## config.mk

```make
export PLATFORM = sky130hd
export DESIGN_NAME = clk_div_ctrl
export DESIGN_NICKNAME = d
export VERILOG_FILES = /design/src/rtl/clk_div_pkg.sv /design/src/rtl/clk_div_counter.sv /design/src/rtl/clk_div_ctrl.sv
export SDC_FILE = /design/constraint.sdc
export NUM_CORES = 1
export LEC_CHECK = 0
export BUFFER_PORTS_ARGS = -buffer_cell sky130_fd_sc_hd__buf_2
export CAP_MARGIN = 10
export CORE_UTILIZATION = 35
export CTS_CLUSTER_SIZE = 8
export DETAILED_ROUTE_END_ITERATION = 12
export PLACE_DENSITY = 0.56
export SYNTH_ARGS = -nofsm -noshare
export SYNTH_HDL_FRONTEND = slang
export SYNTH_SLANG_ARGS = --single-unit
```

## constraint.sdc

```tcl
create_clock -name clk -period 2.35 [get_ports clk]
set_input_delay 0.3525 -clock clk [delete_from_list [all_inputs] [get_ports clk]]
set_output_delay 0.3525 -clock clk [all_outputs]
set_load 0.02 [all_outputs]
```

## src/rtl/clk_div_pkg.sv

```systemverilog
// ============================================================================
// Module   : clk_div_pkg
// Purpose  : Shared state encoding and helpers for the clock-enable divider.
// Revision : 1.0 - initial release
// ============================================================================
`default_nettype none

package clk_div_pkg;

    typedef enum logic [1:0] {
        STOP = 2'd0,
        RUN  = 2'd1,
        PEND = 2'd2
    } clk_div_state_e;

    // ceil(d/2): number of high cycles of div_clk for a ratio of d
    function automatic logic [31:0] half_up(input logic [31:0] d);
        return (d >> 1) + {31'd0, d[0]};
    endfunction

endpackage : clk_div_pkg

`default_nettype wire

```

## src/rtl/clk_div_counter.sv

```systemverilog
// ============================================================================
// Module   : clk_div_counter
// Purpose  : Period counter with tick / divided-phase decode from its flops.
// Revision : 1.0 - initial release
// ============================================================================
`default_nettype none

module clk_div_counter
    import clk_div_pkg::*;
#(
    parameter int DIV_W = 8
) (
    input  logic             clk,
    input  logic             rst,
    input  logic             run_i,
    input  logic             clr_i,
    input  logic [DIV_W-1:0] div_i,
    output logic [DIV_W-1:0] cnt_o,
    output logic             tick_o,
    output logic             div_clk_o
);

    localparam logic [DIV_W-1:0] c_one = {{(DIV_W-1){1'b0}}, 1'b1};

    logic [DIV_W-1:0] cnt_q;
    logic [DIV_W-1:0] cnt_d;
    logic             w_last;

    assign w_last = (cnt_q == (div_i - c_one));

    always_comb begin
        cnt_d = cnt_q + c_one;
        if (clr_i || !run_i || w_last) begin
            cnt_d = '0;
        end
    end

    always_ff @(posedge clk) begin
        if (rst) begin
            cnt_q <= '0;
        end else begin
            cnt_q <= cnt_d;
        end
    end

    assign cnt_o     = cnt_q;
    assign tick_o    = run_i && w_last;
    assign div_clk_o = run_i && (32'(cnt_q) < half_up(32'(div_i)));

endmodule : clk_div_counter

`default_nettype wire

```

## src/rtl/clk_div_ctrl.sv

```systemverilog
// ============================================================================
// Module   : clk_div_ctrl
// Purpose  : Runtime-reconfigurable clock-enable generator with req/ack
//            handshake; ratio changes land only on period boundaries.
// Revision : 1.0 - initial release
// ============================================================================
`default_nettype none

module clk_div_ctrl
    import clk_div_pkg::*;
#(
    parameter int DIV_W     = 8,
    parameter int RESET_DIV = 10,
    parameter bit RESET_EN  = 1'b1
) (
    input  logic             clk,
    input  logic             rst,
    input  logic             cfg_req,
    input  logic [DIV_W-1:0] cfg_div,
    input  logic             cfg_en,
    output logic             cfg_ack,
    output logic             cfg_err,
    output logic             tick,
    output logic             div_clk,
    output logic             running,
    output logic [DIV_W-1:0] cur_div
);

    localparam logic [DIV_W-1:0] c_reset_div = DIV_W'(RESET_DIV);

    clk_div_state_e   state_q;
    logic [DIV_W-1:0] cur_div_q;
    logic             ack_q;
    logic             err_q;

    logic             w_req_ok;
    logic             w_apply;
    logic             w_tick;
    logic             w_div_clk;
    logic             w_running;
    logic [DIV_W-1:0] w_cnt;

    // A request seen during the ack cycle is the one just accepted; ignore it.
    assign w_req_ok  = cfg_req && !ack_q;
    assign w_running = (state_q != STOP);

    always_comb begin
        w_apply = 1'b0;
        case (state_q)
            STOP:    w_apply = w_req_ok;
            PEND:    w_apply = w_tick;
            default: w_apply = 1'b0;
        endcase
    end

    always_ff @(posedge clk) begin
        if (rst) begin
            state_q   <= RESET_EN ? RUN : STOP;
            cur_div_q <= c_reset_div;
            ack_q     <= 1'b0;
            err_q     <= 1'b0;
        end else begin
            ack_q <= w_apply;
            err_q <= w_apply && (cfg_div == '0);
            if (w_apply) begin
                if (cfg_div != '0) begin
                    cur_div_q <= cfg_div;
                    state_q   <= cfg_en ? RUN : STOP;
                end else begin
                    // Zero ratio is rejected: keep the old ratio and run state.
                    state_q <= (state_q == STOP) ? STOP : RUN;
                end
            end else if ((state_q == RUN) && w_req_ok) begin
                state_q <= PEND;
            end
        end
    end

    clk_div_counter #(
        .DIV_W (DIV_W)
    ) u_counter (
        .clk       (clk),
        .rst       (rst),
        .run_i     (w_running),
        .clr_i     (w_apply),
        .div_i     (cur_div_q),
        .cnt_o     (w_cnt),
        .tick_o    (w_tick),
        .div_clk_o (w_div_clk)
    );

    assign cfg_ack = ack_q;
    assign cfg_err = err_q;
    assign tick    = w_tick;
    assign div_clk = w_div_clk;
    assign running = w_running;
    assign cur_div = cur_div_q;

endmodule : clk_div_ctrl

`default_nettype wire

```

==> run_results.csv <==
group,metric,value,unit
finish,diodes,0,
synth,syn-num-nets,182,
floorplan,dieArea,0.004154,mm^2
global_route,grt_pass1_wl,6.147,mm
sta,layout_min_cycle_time,2.500,ns
finish,n_fill_cell,370,
finish,post-route-util,0.5187,
power,p_sw,0.2596,mW
clock_tree,cts.path.max_buffers,2,
setup_path,r2r_slack,-0.03,ns
sta,finalSetupTns,-0.3398,ns
sta,holdWs,0.3338,ns
sta,fin_ws,-0.1496,ns
setup_path,cpPeakStageDelay,0.36,ns
synth,seq_area_frac_synth,0.2933,
floorplan,dieHeight,64.45,um
route,vias_per_cell,5.153,
synth,syn-cell-area,0.001365,mm^2
power,swShare,0.3083,
clock_tree,clock-root-buffer,"clkbuf_8",
synth,yosys_most_used_dff,"dfxtp_1",
setup_path,crit_buf_inv,2,
global_route,antenna_found_initial,0,
route,drt-wirelength-per-cell,14.51,um
placement,gp_congestion,0.8406,
clock_tree,clk_pin_slew,0.08,ns
run,cap_violations,0,
global_route,grt_pass1_vias,1351,
global_route,grt_usage,0.1926,
synth,ys_top_cells_by_area,"dfxtp_1 29%, ha_1 10%, xor2_1 8.3%",
synth,async_flop_share,0,
route,ant_nets,0,
route,dr.first_iter.drc_count,23,
global_route,grt_max_degree,14,
route,first_pass_iters,4,
power,pwr-share-clk,0.281,
setup_path,cp-end-kind,"primary output",
synth,yosys_register_bits,20,
sta,worstMarginPinSlew,0.5650,ns
global_route,grt.overflow.total,0,
floorplan,core-area,0.003689,mm^2
clock_tree,hold_buffers,0,
route,dr_total_vias,1314,
clock_tree,clock_latency,0.26,ns
sta,rsz0062_at_grt,"true",
power,pwr-share-seq,0.451,
floorplan,ios,25,
synth,synth.distinct_cells,40,
setup_path,arrival,2.15,ns
setup_path,slowest_stage,"dfxtp_4",
synth,avgSynthCellArea,8.585,um^2
power,combPwrFrac,0.268,
setup_path,worstSetupPathType,"reg2out",
route,totalWireLength,3.701,mm
finish,layout-drive-gt1-share,0.4155,
status,violations,"setup timing",
floorplan,die_x,64.45,um
synth,ys.warnings.count,0,
placement,dpl.hpwl,2.689,mm
synth,synth_area_leader_cell,"dfxtp_1",
synth,synth_edf_count,0,
finish,area_delta_synth_final,40.15,%
power,power,0.8418,mW
sta,setup_violations,9,
status,status,"complete, but fails checks",
clock_tree,cts.sinks,20,
power,p_int,0.5823,mW
synth,synth_cells,159,
setup_path,critPathTopFamily,"compound AO/OA/AOI/OAI gates",
floorplan,std_cell_rows,22,
setup_path,cp-start-kind,"register",
setup_path,cp_data_required_time,2.00,ns
sta,fmax,400.1,MHz
sta,slew_headroom,0.6199,
sta,hold_violations,0,
power,ir_worst_vdd,0.0001897,V
placement,port_buffers,24,
finish,final_nets,231,
power,p_leak,0.8587,nW
clock_tree,cts_tree,"yes",
setup_path,crit_chain,"ha_4 > ha_4 > inv_2 > ha_4 > a21o_1 > a21o_1 > a21oi_2 > nor2b_1 > o21ai_1 > a21o_1 > buf_6",
route,drcViolationCount,0,
clock_tree,h-tree-depth,1,
setup_path,cp_max_fo,2,
floorplan,start_util,0.3701,
clock_tree,numCtsBuffers,3,
finish,final_cell_area,0.001913,mm^2
placement,dpl-instance-area,0.001652,mm^2
sta,finalCritPeriodShare,1.064,
sta,drv_slew,0,
power,power.density,440.0,mW/mm^2
min_path,holdCritPathClass,"in2reg",
sta,finClkSkew,0.008491,ns
synth,synth_top_area_frac,0.2933,
flip-flops by register name (all words and copies together) (netlist names):
name	count
u_counter.cnt_o	8
cfg_ack	1
cur_div	8
state_q	2
cfg_err	1
stage by stage:
stage / instances / setup WS (ns)
6_report: 255 / -0.1496
5_1_grt: 255 / -0.2430
4_1_cts: 253 / -0.1921
3_5_place_dp: 243 / -0.04085
3_3_place_gp: 243 / -0.04330
2_1_floorplan: 159 / 0.01532
layout make-up:
| type | count | area (um^2) | share of cell area |
|---|---|---|---|
| multi-input combinational | 123 | 1033 | 0.5402 |
| clock buffer | 4 | 45.04 | 0.02354 |
| inverter | 12 | 47.55 | 0.02485 |
| sequential | 20 | 410.4 | 0.2145 |
| tap | 48 | 60.06 | 0.03139 |
| timing repair buffer | 48 | 316.6 | 0.1655 |
logic make-up (layout without fill, tap and decap cells):
family	Yosys count	in the layout	share of synthesized area
AND/OR/NAND/NOR	61	61	0.2310
AO/OA/AOI/OAI	25	25	0.1531
XOR/XNOR	22	22	0.1412
flip-flops	20	20	0.2933
buffers and inverters	16	64	0.05132
adder cells (fa/ha/maj)	11	11	0.1008
multiplexers	4	4	0.02933
per-layer routing:
metal	up-vias	global-route usage	wire (um)
met5	-	0	0
met4	0	0.06389	48
met3	6	0.02993	127
met2	36	0.3342	1833
met1	623	0.2413	1692
li1	649	-	-
path summary, 6_finish.rpt:
check                                         from            endpoint  cells after the start
worst max-delay path                    cur_div[1]             div_clk                     11
worst min-delay path                    cfg_div[5]          cur_div[5]                      3
worst max register to register          cur_div[1]          cur_div[2]                     11
worst min register to register  u_counter.cnt_o[0]  u_counter.cnt_o[0]                      1
layout by cell type, fill, tap and decap left out, types with 4 or more instances in the layout:
| cell type | instances |
|---|---|
| xnor2_1 | 8 |
| buf_2 | 22 |
| inv_1 | 9 |
| nor2_1 | 17 |
| nand3_1 | 9 |
| xor2_1 | 13 |
| and3_1 | 5 |
| a21oi_1 | 4 |
| nand2_1 | 7 |
| ha_1 | 7 |
| mux2i_1 | 4 |
| buf_4 | 23 |
| ha_4 | 4 |
| dfxtp_1 | 16 |
power by group through the flow:
stage	clock network [mW]	registers, mW	logic, mW
floorplan	0	0.388	0.115
global placement	0	0.383	0.180
detailed placement	0	0.385	0.185
CTS	0.244	0.379	0.211
global route	0.260	0.382	0.248
finish	0.237	0.379	0.226
synthesized netlist by cell type, drive strengths merged (2+ instances only):
cell and count:
a211oi 3, a21o 3, a21oi 5, a41oi 2
and3 7, buf 2, clkbuf 2, dfxtp 20
ha 11, inv 12, mux2i 4, nand2 10
nand2b 2, nand3 11, nor2 19, nor2b 2
nor3 4, nor4 4, o21ai 2, o32ai 2
xnor2 9, xor2 13
worst register-to-register path, stage by stage, from the launching register on:
cell      delay (ns)
dfxtp_4         0.37
buf_4           0.13
inv_4           0.04
ha_4            0.18
o21ba_1         0.20
a221oi_2        0.27
a41oi_2         0.08
nor3_4          0.23
nand2_2         0.09
buf_4           0.16
o31a_1          0.32
o32ai_2         0.22
timing repair:
action                                 CTS  global route
endpoints found under the hold margin    0             0
buffers inserted                         6             2
gates resized for setup                 20            14
setup endpoints to repair                4            18
pin swaps                               13            11
Note: power is estimated with default switching activity, not from simulation.
